<file path="config.mk">
export PLATFORM = sky130hd
export DESIGN_NAME = oam_dma_ctrl_flat
export DESIGN_NICKNAME = d
export VERILOG_FILES = /design/src/rtl/oam_dma_ctrl_if.sv /design/src/rtl/oam_dma_ctrl.sv /design/src/flat_wrapper.sv
export SDC_FILE = /design/constraint.sdc
export NUM_CORES = 1
export LEC_CHECK = 0
export CORE_AREA = 2 2 69 88
export CTS_CLUSTER_DIAMETER = 50
export DETAILED_ROUTE_END_ITERATION = 8
export DIE_AREA = 0 0 71 90
export GPL_ROUTABILITY_DRIVEN = 0
export PLACE_DENSITY = 0.81
export SYNTH_ARGS = -nofsm -noshare
export SYNTH_HDL_FRONTEND = slang
export SYNTH_SLANG_ARGS = --single-unit
</file>
<file path="constraint.sdc">
create_clock -name clk -period 3.9 [get_ports clk]
set_input_delay 0.39 -clock clk [delete_from_list [all_inputs] [get_ports clk]]
set_output_delay 0.39 -clock clk [all_outputs]
set_load 0.02 [all_outputs]
</file>
<file path="src/rtl/oam_dma_ctrl_if.sv">
`default_nettype none
// ============================================================================
// Module   : oam_dma_ctrl_if
// Purpose  : Bundles the signals between the OAM DMA controller and the CPU,
//            the main memory bus, HRAM and the OAM write port.
//            The slave modport is the controller's view of the bundle.
//            The master modport is the view of the CPU and memory side.
// Revision : 1.0 - initial release
// ============================================================================
interface oam_dma_ctrl_if;
  logic [15:0] cpu_addr;
  logic [7:0]  cpu_data_w;
  logic        cpu_do_write;
  logic [7:0]  cpu_data_r;
  logic [15:0] bus_addr;
  logic [7:0]  bus_data_w;
  logic        bus_do_write;
  logic [7:0]  bus_data_r;
  logic [6:0]  hram_addr;
  logic [7:0]  hram_data_w;
  logic        hram_do_write;
  logic [7:0]  hram_data_r;
  logic [7:0]  oam_addr;
  logic [7:0]  oam_data;
  logic        oam_we;
  logic        dma_active;

  modport slave (
    input  cpu_addr, cpu_data_w, cpu_do_write, bus_data_r, hram_data_r,
    output cpu_data_r, bus_addr, bus_data_w, bus_do_write,
    output hram_addr, hram_data_w, hram_do_write,
    output oam_addr, oam_data, oam_we, dma_active
  );

  modport master (
    output cpu_addr, cpu_data_w, cpu_do_write, bus_data_r, hram_data_r,
    input  cpu_data_r, bus_addr, bus_data_w, bus_do_write,
    input  hram_addr, hram_data_w, hram_do_write,
    input  oam_addr, oam_data, oam_we, dma_active
  );
endinterface
`default_nettype wire

</file>
<file path="src/rtl/oam_dma_ctrl.sv">
`default_nettype none
// ============================================================================
// Module   : oam_dma_ctrl
// Purpose  : OAM DMA controller and main-bus arbiter.
//            A write to FF46 copies BYTES bytes from {src,00} into OAM.
//            While the copy runs, the CPU is confined to HRAM and FF46.
// Options  : OAM_DMA_BUS_CONFLICT_EN - when defined, a blocked CPU read
//            during DMA returns the byte DMA is reading. Otherwise the
//            blocked read returns 8'hFF.
// Revision : 1.0 - initial release
// ============================================================================
module oam_dma_ctrl #(
  parameter int BYTES          = 160,
  parameter int STARTUP_CYCLES = 1
) (
  input  logic          clk,
  input  logic          reset_n,
  oam_dma_ctrl_if.slave bus_if
);

  localparam logic [1:0]  c_IDLE       = 2'd0;
  localparam logic [1:0]  c_START      = 2'd1;
  localparam logic [1:0]  c_XFER       = 2'd2;
  localparam logic [1:0]  c_DRAIN      = 2'd3;
  localparam logic [15:0] c_FF46_ADDR  = 16'hFF46;
  localparam logic [7:0]  c_LAST_IDX   = 8'(BYTES - 1);
  localparam logic [3:0]  c_START_LAST = 4'(STARTUP_CYCLES - 1);

  logic [1:0] r_state;
  logic [1:0] w_state_nxt;
  logic [7:0] r_src;
  logic [7:0] r_idx;
  logic [3:0] r_start_cnt;
  logic       r_oam_we;
  logic [7:0] r_oam_addr;
  logic [7:0] r_oam_data;

  logic       w_ff46_hit;
  logic       w_ff46_wr;
  logic       w_hram_hit;
  logic       w_capture;
  logic       w_active;
  logic [7:0] w_eff_src;

  assign w_ff46_hit = (bus_if.cpu_addr == c_FF46_ADDR);
  assign w_ff46_wr  = w_ff46_hit && bus_if.cpu_do_write;
  assign w_hram_hit = (bus_if.cpu_addr >= 16'hFF80) && (bus_if.cpu_addr != 16'hFFFF);
  assign w_active   = (r_state != c_IDLE);
  // Sources in the echo range E0..FF fold back onto WRAM C0..DF.
  assign w_eff_src  = (r_src < 8'hE0) ? r_src : (r_src - 8'h20);
  // A restart discards the byte being read this cycle.
  assign w_capture  = (r_state == c_XFER) && !w_ff46_wr;

  // State register.
  always_ff @(posedge clk or negedge reset_n) begin
    if (!reset_n) begin
      r_state <= c_IDLE;
    end else begin
      r_state <= w_state_nxt;
    end
  end

  // Next-state logic. An FF46 write (re)starts the transfer from any state.
  always_comb begin
    w_state_nxt = r_state;
    if (w_ff46_wr) begin
      w_state_nxt = c_START;
    end else begin
      case (r_state)
        c_IDLE:  w_state_nxt = c_IDLE;
        c_START: w_state_nxt = (r_start_cnt == c_START_LAST) ? c_XFER : c_START;
        c_XFER:  w_state_nxt = (r_idx == c_LAST_IDX) ? c_DRAIN : c_XFER;
        default: w_state_nxt = c_IDLE;
      endcase
    end
  end

  // Source latch, startup counter and source index.
  always_ff @(posedge clk or negedge reset_n) begin
    if (!reset_n) begin
      r_src       <= 8'h00;
      r_idx       <= 8'h00;
      r_start_cnt <= 4'd0;
    end else if (w_ff46_wr) begin
      r_src       <= bus_if.cpu_data_w;
      r_idx       <= 8'h00;
      r_start_cnt <= 4'd0;
    end else begin
      if (r_state == c_START) begin
        r_start_cnt <= r_start_cnt + 4'd1;
      end
      if ((r_state == c_XFER) && (r_idx != c_LAST_IDX)) begin
        r_idx <= r_idx + 8'd1;
      end
    end
  end

  // OAM write stage: each read byte is written one cycle later.
  always_ff @(posedge clk or negedge reset_n) begin
    if (!reset_n) begin
      r_oam_we   <= 1'b0;
      r_oam_addr <= 8'h00;
      r_oam_data <= 8'h00;
    end else begin
      r_oam_we <= w_capture;
      if (w_capture) begin
        r_oam_addr <= r_idx;
        r_oam_data <= bus_if.bus_data_r;
      end
    end
  end

  // Output decode: bus ownership, HRAM path and CPU read mux.
  always_comb begin
    bus_if.bus_data_w    = bus_if.cpu_data_w;
    bus_if.hram_addr     = bus_if.cpu_addr[6:0];
    bus_if.hram_data_w   = bus_if.cpu_data_w;
    bus_if.hram_do_write = bus_if.cpu_do_write && w_hram_hit;
    bus_if.bus_addr      = bus_if.cpu_addr;
    bus_if.bus_do_write  = 1'b0;
    bus_if.dma_active    = w_active;
    bus_if.oam_we        = r_oam_we;
    bus_if.oam_addr      = r_oam_addr;
    bus_if.oam_data      = r_oam_data;
    case (r_state)
      c_IDLE:  bus_if.bus_do_write = bus_if.cpu_do_write && !w_ff46_hit;
      c_START: bus_if.bus_addr     = {w_eff_src, 8'h00};
      // DRAIN keeps the last source address on the bus.
      default: bus_if.bus_addr     = {w_eff_src, r_idx};
    endcase
    if (w_hram_hit) begin
      bus_if.cpu_data_r = bus_if.hram_data_r;
    end else if (w_ff46_hit) begin
      bus_if.cpu_data_r = r_src;
    end else if (!w_active) begin
      bus_if.cpu_data_r = bus_if.bus_data_r;
    end else begin
`ifdef OAM_DMA_BUS_CONFLICT_EN
      bus_if.cpu_data_r = bus_if.bus_data_r;
`else
      bus_if.cpu_data_r = 8'hFF;
`endif
    end
  end

endmodule
`default_nettype wire
</file>
<file path="src/flat_wrapper.sv">
// flat-port wrapper written by rule: the top's interface ports become plain ports
module oam_dma_ctrl_flat 
#(
  parameter int BYTES          = 160,
  parameter int STARTUP_CYCLES = 1
)
  (clk, reset_n, bus_if_cpu_addr, bus_if_cpu_data_w, bus_if_cpu_do_write, bus_if_bus_data_r, bus_if_hram_data_r, bus_if_cpu_data_r, bus_if_bus_addr, bus_if_bus_data_w, bus_if_bus_do_write, bus_if_hram_addr, bus_if_hram_data_w, bus_if_hram_do_write, bus_if_oam_addr, bus_if_oam_data, bus_if_oam_we, bus_if_dma_active);
  oam_dma_ctrl_if bus_if_i ();
  input  logic clk;
  input  logic reset_n;
  input wire logic [$bits(bus_if_i.cpu_addr)-1:0] bus_if_cpu_addr;
  input wire logic [$bits(bus_if_i.cpu_data_w)-1:0] bus_if_cpu_data_w;
  input wire logic [$bits(bus_if_i.cpu_do_write)-1:0] bus_if_cpu_do_write;
  input wire logic [$bits(bus_if_i.bus_data_r)-1:0] bus_if_bus_data_r;
  input wire logic [$bits(bus_if_i.hram_data_r)-1:0] bus_if_hram_data_r;
  output wire logic [$bits(bus_if_i.cpu_data_r)-1:0] bus_if_cpu_data_r;
  output wire logic [$bits(bus_if_i.bus_addr)-1:0] bus_if_bus_addr;
  output wire logic [$bits(bus_if_i.bus_data_w)-1:0] bus_if_bus_data_w;
  output wire logic [$bits(bus_if_i.bus_do_write)-1:0] bus_if_bus_do_write;
  output wire logic [$bits(bus_if_i.hram_addr)-1:0] bus_if_hram_addr;
  output wire logic [$bits(bus_if_i.hram_data_w)-1:0] bus_if_hram_data_w;
  output wire logic [$bits(bus_if_i.hram_do_write)-1:0] bus_if_hram_do_write;
  output wire logic [$bits(bus_if_i.oam_addr)-1:0] bus_if_oam_addr;
  output wire logic [$bits(bus_if_i.oam_data)-1:0] bus_if_oam_data;
  output wire logic [$bits(bus_if_i.oam_we)-1:0] bus_if_oam_we;
  output wire logic [$bits(bus_if_i.dma_active)-1:0] bus_if_dma_active;
  assign bus_if_i.cpu_addr = bus_if_cpu_addr;
  assign bus_if_i.cpu_data_w = bus_if_cpu_data_w;
  assign bus_if_i.cpu_do_write = bus_if_cpu_do_write;
  assign bus_if_i.bus_data_r = bus_if_bus_data_r;
  assign bus_if_i.hram_data_r = bus_if_hram_data_r;
  assign bus_if_cpu_data_r = bus_if_i.cpu_data_r;
  assign bus_if_bus_addr = bus_if_i.bus_addr;
  assign bus_if_bus_data_w = bus_if_i.bus_data_w;
  assign bus_if_bus_do_write = bus_if_i.bus_do_write;
  assign bus_if_hram_addr = bus_if_i.hram_addr;
  assign bus_if_hram_data_w = bus_if_i.hram_data_w;
  assign bus_if_hram_do_write = bus_if_i.hram_do_write;
  assign bus_if_oam_addr = bus_if_i.oam_addr;
  assign bus_if_oam_data = bus_if_i.oam_data;
  assign bus_if_oam_we = bus_if_i.oam_we;
  assign bus_if_dma_active = bus_if_i.dma_active;
  oam_dma_ctrl #(.BYTES(BYTES), .STARTUP_CYCLES(STARTUP_CYCLES)) u_core (.clk(clk), .reset_n(reset_n), .bus_if(bus_if_i));
endmodule
</file>
* Word-level counts from Yosys, hierarchy flattened
Cells that the tools add are included.
Storage, ports and cells: logic and storage cells 45, flip-flop bits (word level) 39, input port bits 43, output and inout port bits 67
Cells by class: equal/unequal tests 6, add/sub/neg operators 3, reductions and logical operators 13, muxes and demuxes 14, magnitude comparators 2
Operators with widths (count):
- 2-to-1 mux 8 bit | 6
- one-hot mux 16 bit (2 select lines) | 1
- == test 16 bit (second input constant) | 1
- greater-or-equal comparator 16 bit (second input constant) | 1
- inequality test 16 bit (second input constant) | 1
- adder 8 x 1 -> 8 bit (second input constant) | 1
- == test 8 bit (second input constant) | 1
- less-than comparator 8 bit (second input constant) | 1
- 2-to-1 mux 4 bit | 2
- inequality test 8 bit (second input constant) | 1
- subtractor 8 x 6 -> 8 bit (second input constant) | 1
- logical AND 1 bit | 6
- nonzero test 2 bit | 3
- adder 4 x 1 -> 4 bit (second input constant) | 1
- logical NOT 4 bit | 1
- 2-to-1 mux 2 bit | 2
- one-hot mux 2 bit (2 select lines) | 1
- == test 2 x 1 -> 1 bit (second input constant) | 1
- == test 2 bit (second input constant) | 1
- logical NOT 1 bit | 2
- logical NOT 2 bit | 1
- 2-to-1 mux 1 bit | 2

* Longest topological paths before layout
Gate-level depths: netlist (run 1).
word-level depth 4, mapped depth 7, mapped depth without buffers 6

* Worst setup path after synthesis (run 1)
Ideal clock, no wire load.
kind input -> output, start point in bus_if_cpu_addr[0], end point out bus_if_cpu_data_r[1], setup slack 1377 ps, stages 5, data required time 3510 ps, arrival 2133 ps, path buffers 1, cells stage by stage or4_4 > nor4_4 > buf_6 > mux2_2 > mux2_2
On the way: cells in the longest elaborated chain, start to end 3, elaborated cells on any way between the ends 6, classes of those cells order compare: 1; eq/ne: 2; mux: 2; reduce/logical: 1
Ends and longest elaborated chain:
- from (decl) | line flat_wrapper.sv:11 | input wire logic [$bits(bus_if_i.cpu_addr)-1:0] bus_if_cpu_addr;
- greater-or-equal comparator 16 bit (tied with other cells) | line oam_dma_ctrl.sv:47 | assign w_hram_hit = (bus_if.cpu_addr >= 16'hFF80) && (bus_if.cpu_addr != 16'hFFFF);
- logical AND 1 bit / 2-to-1 mux 8 bit (equally long branches) | line oam_dma_ctrl.sv:47, oam_dma_ctrl.sv:133
- 2-to-1 mux 8 bit (*) | line oam_dma_ctrl.sv:131 | if (w_hram_hit) begin
- to (decl) | line flat_wrapper.sv:16 | output wire logic [$bits(bus_if_i.cpu_data_r)-1:0] bus_if_cpu_data_r;
Every way passes the cells marked *; elsewhere a longest branch is shown, timed or not.

* Worst setup path in the final report (run 1)
start point in bus_if_cpu_addr[0], end point out bus_if_cpu_data_r[4]
The elaborated chain is that of the path after synthesis.

==> metrics.md, run 1 <==
| Metric | Value |
|---|---|
| Number of primary I/O pins | 110 |
| Diodes inserted | 0 |
| Hold slack final | between 0.2 and 0.25 ns |
| Proportion of register bits with asynchronous set or reset after synthesis | 100% |
| Routed Antenna Nets | 0 |
| Die outline area | 6390 um2 |
| Maximum resistive drop on vdd | between 0.15 and 0.2 mV |
| Worst Setup Start Kind | input pin |
| Worst Path Arrival | 3.11 ns |
| Vias per inst | 5.30 |
| Slowest CP cell | sky130_fd_sc_hd__or4_4 |
| Tightest Pin Transition | between 0.8 and 0.9 ns |
| Worst clock skew | 0.00785 ns |
| Count of cells along the worst register-to-register path | 5 |
| Net count after synthesis | 286 |
| Post-CTS setup repair buffer count | 0 |
| Number of global-route vias before repair | 2019 |
| RR Startpoint | u_core.r_state[0] |
| Total clock buffers created by CTS | 5 |
| Post-synth top area cell | sky130_fd_sc_hd__dfrtp_1 |
| Number of hold buffers added after CTS | 0 |
| Metal-1 WL | 2570 um |
| Largest net degree at the start of global routing | 40 |
| EDFF count, synth | 0 |
| Ys Warns | 0 |
| Clk root buf | sky130_fd_sc_hd__clkbuf_8 |
| Initial antenna violation count | 0 |
| Count of input and output buffers | 109 |
| Launching instance or port of the critical path | bus_if_cpu_addr[0] |
| Critical-path cell list | clkdlybuf4s50_1 > or4_4 > nor4_4 > buf_4 > mux2_2 > mux2_2 > clkdlybuf4s50_1 |
| Count of maximum capacitance violations | 0 |
| Top Family by Delay on Critical Path | buffers and inverters |
| Element type at the critical path end | output port |
| Setup-violating endpoint count in the final report | 0 |
| Slew Limit Headroom | between 40% and 50% |
| Vias post-DR | 2057 |
| Mean routed wirelength per cell | between 15 and 20 um |
| Initial DRC Count | 68 |
| Final worst path period share | 89.8% |
| Synth unique cells | 40 |
| Clock Latency Late Sink | 0.29 ns |
| Maximum fanout along the worst path | 14 |
| Core Rows | 31 |
| Final routed DRC violation total | 0 |
| Share of Yosys cell area claimed by the top area cell type | 39.3% |
| Max Used Layer | met4 |
| TritonCTS sink count | 39 |
| Clock tree from TritonCTS | yes |
| Hold Crit Class | input pin to async pin |
| Effective utilization at floorplan | 44.1% |
| Total core area | 5620 um2 |
| Vert. Die Dim | roughly 90 um |
| Number of register bits inferred by synthesis | 39 |
| Global-route wire length before repair | around 11000 um |
| Outcome | finished clean |
| Met2 wire len | 3390 um |
| Power density cells | approximately 270 nW/um2 |
| Data required, critical path | between 3 and 4 ns |
| TNS Setup | 0 ns |
| Average instance area after synthesis | 10.5 um2 |
| GR Overflow Total | 0 |
| Tmin final | 3.50 ns |
| Syn-to-layout area delta | 43.0% |
| Worst path max stage delay | ~0.57 ns |
| Top post-synthesis cells by area | sky130_fd_sc_hd__dfrtp_1 (39%), sky130_fd_sc_hd__mux2_2 (12%), sky130_fd_sc_hd__buf_4 (7.3%), sky130_fd_sc_hd__mux2_4 (5.4%), sky130_fd_sc_hd__nand2b_1 (3.8%) |
| Number of optimization iterations in the first detailed-route pass | 4 |
| Leading register cell type out of synthesis | sky130_fd_sc_hd__dfrtp_1 |
| Total routing usage reported by global routing | 20.4% |
| Setup CP Type | input pin to output port |
| Share of cells above drive strength 1 | 16.1% |
| HPWL Detailed | between 4000 and 5000 um |
| Max-slew violation count | 0 |
| Die extent in x | 71 um |
| Peak clock frequency supported by timing | 285 MHz |
| CTS clk-pin slew, worst paths | 0.08 ns |
| Stages on the worst setup path | 7 |
| Number of nets at the end of the flow | 371 |
| Netlist area before placement | roughly 2500 um2 |
| H-tree Lvls | 2 |
| Post-cts repair resize count | 0 |
| Total length of routed wires | 6370 um |
| Number of buffers and inverters on the critical path | 3 |
| LEAKAGE | around 0.0015 uW |
| Routed wl met3 | roughly 330 um |
| Post-Syn Instances | 236 |
| Sequential cell area fraction in the yosys report | 39.3% |
| Unrepaired setup endpoints after global routing | no |
| Number of buffers between clock root and the deepest sink | 2 |
| Count of endpoints failing hold in the final timing report | 0 |
power by group:
part / total, uW / switching, uW / internal (uW)
clock network: 344 / 137 / 207
logic: 186 / 82.2 / 104
registers: 411 / 2.46 / 408
total: 942 / 222 / 719
Yosys cell counts, types with 5 or more instances:
library cell               count
sky130_fd_sc_hd__buf_4        24
sky130_fd_sc_hd__nand3_1       8
sky130_fd_sc_hd__inv_1         9
sky130_fd_sc_hd__nand4_1       5
sky130_fd_sc_hd__clkbuf_1      5
sky130_fd_sc_hd__a22o_1        6
sky130_fd_sc_hd__o21ai_0      12
sky130_fd_sc_hd__nand2b_1     15
sky130_fd_sc_hd__nand2_1      14
sky130_fd_sc_hd__mux2_4        9
sky130_fd_sc_hd__dfrtp_1      39
sky130_fd_sc_hd__mux2_2       27
sky130_fd_sc_hd__ha_1          7
sky130_fd_sc_hd__nor2_1       12
final timing paths:
kind                                        endpoint  slack (ns)
max                             bus_if_cpu_data_r[4]        0.40
min                                  u_core.r_idx[0]        0.21
max reg2reg                u_core.bus_if.oam_addr[0]        1.97
min reg2reg                u_core.bus_if.oam_data[7]        0.51
max in group asynchronous            u_core.r_idx[6]        3.15
min in group clk           u_core.bus_if.oam_data[7]        0.51
logic make-up after synthesis:
kind of cell	after synthesis	synth area share (%)
AOI/OAI and AO/OA	34	9.78
muxes	40	19.3
xor gates and xnor gates	5	1.76
and+or+nand+nor	68	15.2
buffers and inverters	43	11.1
adders and majority gates	7	3.53
DFF	39	39.3
worst reg2reg max path, stage by stage (launching register included):
cell and delay (ns):
sky130_fd_sc_hd__dfrtp_1 0.39, sky130_fd_sc_hd__inv_1 0.09, sky130_fd_sc_hd__ha_1 0.26, sky130_fd_sc_hd__inv_1 0.11, sky130_fd_sc_hd__a21oi_4 0.56, sky130_fd_sc_hd__mux2_2 0.42
per-layer routing:
metal / vias to the layer above / track usage, %
li1: 979 / -
met1: 1004 / 25.5
met2: 68 / 36.1
met3: 6 / 2.91
met4: 0 / 6.13
met5: - / 0
cell type report:
type | count | area, um2
clock buffers | 6 | 82.6
clock inverters | 2 | 35.0
fillers | 471 | 2080
inverters | 9 | 33.8
multi-input cells | 154 | 1230
flip-flops and latches | 39 | 976
well taps | 66 | 82.6
repair buffers | 112 | 1110
layout by cell type, fill, tap and decap left out, drive strengths merged, types with 2 or more instances in the layout:
| cell | n |
|---|---|
| buf | 4 |
| or3 | 2 |
| a32o | 3 |
| inv | 9 |
| or4 | 3 |
| nor2 | 12 |
| a21oi | 5 |
| nor4 | 2 |
| clkdlybuf4s50 | 108 |
| and2 | 4 |
| a22o | 6 |
| o21ai | 12 |
| o31ai | 2 |
| xor2 | 4 |
| nand4 | 5 |
| dfrtp | 39 |
| nand2b | 15 |
| ha | 7 |
| clkbuf | 6 |
| mux2 | 36 |
| mux2i | 4 |
| nand3 | 8 |
| nand2 | 14 |
per-stage QoR:
| step | std cells | instance area, um2 | worst slack (ns) | util, % | power, uW |
|---|---|---|---|---|---|
| final | 388 | 3550 | 0.396 | 63.1 | 942 |
| after global routing | 388 | 3550 | 0.326 | 63.1 | 977 |
| after CTS | 388 | 3550 | 0.417 | 63.1 | 948 |
| after detailed placement | 380 | 3430 | 0.423 | 61.0 | 606 |
| after global placement | 380 | 3430 | 0.474 | 61.0 | 605 |
| after floorplan | 236 | 2480 | 1.38 | - | 503 |
state kept, by name, summed over array words and instances, names as in the netlist:
register	cells
u_core.bus_if.oam_we	1
u_core.r_src	8
u_core.r_start_cnt	4
u_core.r_state	2
u_core.bus_if.oam_addr	8
u_core.r_idx	8
u_core.bus_if.oam_data	8
(Power assumes the default switching activity.)
==> inputs of run 2 (changes only) <==
--- a/config.mk
+++ b/config.mk
@@ -10,7 +10,7 @@
 export DETAILED_ROUTE_END_ITERATION = 8
 export DIE_AREA = 0 0 71 90
 export GPL_ROUTABILITY_DRIVEN = 0
-export PLACE_DENSITY = 0.81
+export PLACE_DENSITY = 0.85
 export SYNTH_ARGS = -nofsm -noshare
 export SYNTH_HDL_FRONTEND = slang
 export SYNTH_SLANG_ARGS = --single-unit
==> run 2 against run 1 <==
Compared with the run above:
- global-route usage rose by 0.79 points
- routed wire length increased by 3.8%
- final area up 0.42%
- sequential share of layout area is 0.12 points lower
- maximum frequency grew 0.74%
- via count up 0.68%
- critical path type unchanged
- first-iteration DRC count increased by 4.4%
- flip-flop and latch count stayed put
==> metrics.md, run 2 (synthesis gave the netlist of run 1 again) <==
| Metric | Value |
|---|---|
| Total length of routed wires | 6620 um |
| Vert. Die Dim | approximately 90 um |
| Number of hold buffers added after CTS | 0 |
| Reg-to-Reg End | u_core.r_idx[1] |
| Worst Path Arrival | ~3.1 ns |
| Switching share of total power | 22.4% |
| Worst Setup Start Kind | input pin |
| Instance area at placement | 3430 um2 |
| Total clock buffers created by CTS | 5 |
| Tightest Pin Transition | between 0.8 and 0.9 ns |
| Vias per inst | 5.34 |
| Initial antenna violation count | 0 |
| Switching power summed over all nets | 221 uW |
| Unrepaired setup endpoints after global routing | no |
| Data required, critical path | 3.51 ns |
| Die outline area | 6390 um2 |
| Count of endpoints failing hold in the final timing report | 0 |
| Total routing usage reported by global routing | 21.2% |
| Slew Limit Headroom | 41.6% |
| Hold slack final | 0.220 ns |
| Power, Total | 989 uW |
| Routed Antenna Nets | 0 |
| Clock tree from TritonCTS | yes |
| CTS clk-pin slew, worst paths | 0.07 ns |
| Effective utilization at floorplan | 44.1% |
| HPWL Detailed | 5060 um |
| Number of primary I/O pins | 110 |
| Part of the total power dissipated in the clock network | between 30% and 40% |
| Count of cells along the worst register-to-register path | 6 |
| TritonCTS sink count | 39 |
| Sequential cell fraction of total power | 41.5% |
| Max-slew violation count | 0 |
| RR Startpoint | u_core.r_idx[0] |
| Outcome | finished clean |
| Number of nets at the end of the flow | 371 |
| Count of input and output buffers | 109 |
| Post-CTS setup repair buffer count | 0 |
| H-tree Lvls | 2 |
| Syn-to-layout area delta | 43.6% |
| Total core area | 5620 um2 |
| Int Pwr | around 770 uW |
| Tmin final | 3.48 ns |
| Setup-violating endpoint count in the final report | 0 |
| Number of global-route vias before repair | roughly 2000 |
| TNS Setup | 0 ns |
| Largest net degree at the start of global routing | 40 |
| Final routed DRC violation total | 0 |
| R2R Setup Slk | around 1.9 ns |
| Clk root buf | sky130_fd_sc_hd__clkbuf_8 |
| Peak clock frequency supported by timing | 288 MHz |
| Diodes inserted | 0 |
| Hold Crit Class | input pin to async pin |
| Initial DRC Count | 71 |
| Top library cells by usage in the layout, fill and taps aside | sky130_fd_sc_hd__clkdlybuf4s50_1 (108), sky130_fd_sc_hd__dfrtp_1 (39), sky130_fd_sc_hd__mux2_2 (27) |
| Post-cts repair resize count | 0 |
| GR Overflow Total | 0 |
| Maximum fanout along the worst path | 14 |
| Share of cells above drive strength 1 | roughly 16% |
| Global-route wire length before repair | 10600 um |
| Finished layout cell area | 3560 um2 |
| Die extent in x | 71 um |
| Element type at the critical path end | output port |
| Worst clock skew | 0.00638 ns |
| Maximum resistive drop on vdd | 0.256 mV |
| Number of buffers between clock root and the deepest sink | 2 |
| Vias post-DR | between 2000 and 2500 |
| Mean routed wirelength per cell | 17.1 um |
| LEAKAGE | 0.00155 uW |
| Count of maximum capacitance violations | 0 |
| Clock Latency Late Sink | 0.29 ns |
| Power share of the combinational group | a little under a fifth |
| Setup CP Type | input pin to output port |
| Core Rows | 31 |
| Final worst path period share | 89.2% |
| Leading cell type in the layout, fill and taps excluded | sky130_fd_sc_hd__clkdlybuf4s50_1 |
| Number of optimization iterations in the first detailed-route pass | 4 |
| Power density cells | roughly 280 nW/um2 |
run 2: critical path: stages:
cell,delay [ns]
sky130_fd_sc_hd__clkdlybuf4s50_1,0.47
sky130_fd_sc_hd__or4_4,0.57
sky130_fd_sc_hd__nor4_4,0.21
sky130_fd_sc_hd__buf_4,0.28
sky130_fd_sc_hd__mux2_2,0.36
sky130_fd_sc_hd__mux2_2,0.27
sky130_fd_sc_hd__clkdlybuf4s50_1,0.54
run 2: power by group through the flow:
stage               Clock [uW]  Combinational (uW)  Sequential (uW)
global placement             0                 186              418
global route               423                 198              411
finish                     391                 188              411
detailed placement           0                 188              419
CTS                        400                 189              411
floorplan                    0                78.7              424
run 2: worst max path at each step:
stage | slack [ns] | cells past startpoint | from | endpoint
final | 0.42 | 7 | bus_if_cpu_addr[0] | bus_if_cpu_data_r[4]
after CTS | 0.43 | 7 | bus_if_cpu_addr[0] | bus_if_cpu_data_r[4]
after global placement | 0.48 | 7 | bus_if_cpu_addr[0] | bus_if_cpu_data_r[7]
after global routing | 0.35 | 7 | bus_if_cpu_addr[0] | bus_if_cpu_data_r[4]
after detailed placement | 0.44 | 7 | bus_if_cpu_addr[0] | bus_if_cpu_data_r[4]
after floorplan | 1.38 | 5 | bus_if_cpu_addr[0] | bus_if_cpu_data_r[1]
run 2: layout make-up:
cell class	instances	area, um2
clock buffer	6	72.6
tap	66	82.6
multi-input combinational	154	1230
sequential	39	976
clock inverter	2	60.1
inverter	9	33.8
fill	432	2060
timing repair buffer	112	1110
run 2: metal layers:
metal  global-route usage [%]  vias to the layer above  share of wire, %  wire [um]
met5                        0                        -                 0          0
met4                     7.70                        0               2.6        174
met3                     4.82                       13               6.6        435
met2                     37.1                       84                52       3430
met1                     25.1                      993                39       2580
li1                         -                      981                 -          -
run 2: metrics by stage:
step | util (%) | std cells | worst slack (ns)
global placement | 61.0 | 380 | 0.481
global route | 63.4 | 388 | 0.346
detailed placement | 61.0 | 380 | 0.438
finish | 63.4 | 388 | 0.422
floorplan | - | 236 | 1.38
CTS | 63.4 | 388 | 0.435
==> inputs of run 3 (changes only) <==
--- a/config.mk
+++ b/config.mk
@@ -5,12 +5,15 @@
 export SDC_FILE = /design/constraint.sdc
 export NUM_CORES = 1
 export LEC_CHECK = 0
-export CORE_AREA = 2 2 69 88
+export CORE_AREA = 2 2 68 86
 export CTS_CLUSTER_DIAMETER = 50
 export DETAILED_ROUTE_END_ITERATION = 8
-export DIE_AREA = 0 0 71 90
+export DIE_AREA = 0 0 70 88
+export DONT_BUFFER_PORTS = 1
 export GPL_ROUTABILITY_DRIVEN = 0
-export PLACE_DENSITY = 0.85
+export PLACE_DENSITY = 0.61
+export REMOVE_ABC_BUFFERS = 1
+export SKIP_LAST_GASP = 1
 export SYNTH_ARGS = -nofsm -noshare
 export SYNTH_HDL_FRONTEND = slang
 export SYNTH_SLANG_ARGS = --single-unit
==> run 3 against run 2 <==
Compared with the run above:
- core utilization decreased by 16 points
- sequential share of layout area increased by 12 points
- clock-buffer cell count unchanged
- flip-flop and latch count unchanged
- register-to-register slack got worse by 0.31 ns
- combinational power decreased by 68%
- first-iteration DRC count increased by 28%
- via count decreased by 21%
- final area decreased by 30%
- critical endpoint is now bus_if_cpu_data_r[6]
- clock power increased by 2%
- non-clock buffer count decreased by 107
==> metrics.md, run 3 (synthesis gave the netlist of run 1 again) <==
| Metric | Value |
|---|---|
| CTS clk-pin slew, worst paths | 0.07 ns |
| Total routing usage reported by global routing | 19.0% |
| TritonCTS sink count | 39 |
| Setup CP Type | flop to output port |
| Worst clock skew | 0.00832 ns |
| Maximum fanout along the worst path | 25 |
| Largest net degree at the start of global routing | 40 |
| Leading cell type in the layout, fill and taps excluded | sky130_fd_sc_hd__dfrtp_1 |
| Number of global-route vias before repair | about 1700 |
| Clock tree from TritonCTS | yes |
| Peak clock frequency supported by timing | between 300 and 400 MHz |
| Clock Latency Late Sink | about 0.29 ns |
| Top library cells by usage in the layout, fill and taps aside | sky130_fd_sc_hd__dfrtp_1 (39), sky130_fd_sc_hd__mux2_2 (27), sky130_fd_sc_hd__nand2b_1 (15) |
| Routed Antenna Nets | 0 |
| Die extent in x | approximately 70 um |
| Clk root buf | sky130_fd_sc_hd__clkbuf_8 |
| Effective utilization at floorplan | 46.5% |
| Power density cells | 349 nW/um2 |
| Tightest Pin Transition | 1.21 ns |
| Final worst path period share | 71.7% |
| TNS Setup | 0 ns |
| Worst Path Arrival | approximately 2.4 ns |
| Share of cells above drive strength 1 | 23.7% |
| Slew Limit Headroom | 18.1% |
| Max-slew violation count | 0 |
| Number of buffers between clock root and the deepest sink | 2 |
| Post-cts repair resize count | 0 |
| Tmin final | 2.80 ns |
| Power, Total | roughly 870 uW |
| LEAKAGE | 0.00114 uW |
| Die outline area | 6160 um2 |
| Number of primary I/O pins | 110 |
| Data required, critical path | 3.51 ns |
| Number of optimization iterations in the first detailed-route pass | 4 |
| HPWL Detailed | between 4000 and 5000 um |
| Syn-to-layout area delta | 0.958% |
| Core Rows | 30 |
| Worst Setup Start Kind | flop |
| Total core area | roughly 5300 um2 |
| Instance area at placement | 2340 um2 |
| Count of input and output buffers | 0 |
| Maximum resistive drop on vdd | 0.153 mV |
| Total clock buffers created by CTS | 5 |
| Initial antenna violation count | 0 |
| Vias per inst | just under 6 |
| Total length of routed wires | 5790 um |
| Post-CTS setup repair buffer count | 0 |
| Vert. Die Dim | slightly below 90 um |
| Mean routed wirelength per cell | a little over 20 um |
| Setup-violating endpoint count in the final report | 0 |
| Count of cells along the worst register-to-register path | 6 |
| H-tree Lvls | 2 |
| Final routed DRC violation total | 0 |
| Initial DRC Count | 91 |
| Count of maximum capacitance violations | 0 |
| Cells on Worst Hold Path | 1 |
| Unrepaired setup endpoints after global routing | no |
| Number of nets at the end of the flow | 264 |
| Outcome | finished clean |
| Diodes inserted | 0 |
| Count of endpoints failing hold in the final timing report | 0 |
| Element type at the critical path end | output port |
| Global-route wire length before repair | 8880 um |
| Vias post-DR | ~1600 |
| Finished layout cell area | around 2500 um2 |
| Hold Crit Class | input pin to flop |
| GR Overflow Total | 0 |
| Count of filler cells inserted in the layout | 497 |
==> run 3: cell types whose count changed in the layout (fill, tap and decap cells not counted) <==
| cell | before | now |
|---|---|---|
| sky130_fd_sc_hd__buf_2 | 1 | 0 |
| sky130_fd_sc_hd__buf_12 | 0 | 1 |
| sky130_fd_sc_hd__dlygate4sd3_1 | 0 | 1 |
| sky130_fd_sc_hd__clkdlybuf4s50_1 | 108 | 0 |
==> run 3: report_power, final <==
| group | internal (uW) | switching [uW] |
|---|---|---|
| Combinational | 22.2 | 37.2 |
| Clock | 256 | 142 |
| Sequential | 408 | 8.66 |
| Total | 686 | 188 |
==> run 3: what timing repair did <==
item	4_1_cts	5_1_grt
hold buffers	2	0
hold endpoints to repair	39	0
endpoints found under the setup margin	0	0
==> run 3: final cells by class <==
class                           count  area [um2]  share of cell area [%]
Multi-Input combinational cell    154        1230                    49.1
Tap cell                           64        80.1                    3.20
Clock inverter                      2        60.1                    2.40
Sequential cell                    39         976                    39.0
Clock buffer                        6        72.6                    2.90
Timing Repair Buffer                5        52.6                    2.10
Inverter                            9        33.8                    1.35
==> run 3: layer usage <==
metal,share of wire [%],vias up,global-route usage [%]
met5,0,-,0
met4,1.5,0,7.17
met3,7.5,7,5.41
met2,50,84,33.5
met1,41,791,22.0
li1,-,761,-
==> run 3: final timing paths <==
check                      slack [ns]                         to           startpoint
setup / recovery                 1.10       bus_if_cpu_data_r[6]    u_core.r_state[0]
setup reg to reg                 1.56            u_core.r_idx[5]      u_core.r_idx[0]
hold / removal                   0.18            u_core.r_idx[4]  bus_if_cpu_do_write
min in group asynchronous        0.57  u_core.bus_if.oam_addr[6]              reset_n
max in group asynchronous        3.12  u_core.bus_if.oam_data[5]              reset_n
hold reg to reg                  0.54            u_core.r_src[2]      u_core.r_src[2]
==> run 3: critical path, stage by stage, from the launching register on <==
cell and delay, ns:
sky130_fd_sc_hd__dfrtp_1 0.39, sky130_fd_sc_hd__inv_1 0.09, sky130_fd_sc_hd__ha_1 0.73, sky130_fd_sc_hd__inv_1 0.33
sky130_fd_sc_hd__nor2_1 0.17, sky130_fd_sc_hd__mux2i_1 0.09, sky130_fd_sc_hd__mux2_2 0.32
==> run 3: metrics by stage <==
step | hold slack, ns | instances | utilization [%] | setup slack [ns]
3_5_place_dp | 0.0950 | 269 | 43.9 | 1.30
4_1_cts | 0.169 | 279 | 47.0 | 1.08
2_1_floorplan | 0.0944 | 202 | - | 1.25
5_1_grt | 0.183 | 279 | 47.0 | 0.916
6_report | 0.184 | 279 | 47.0 | 1.10
3_3_place_gp | 0.0952 | 269 | 43.9 | 1.31
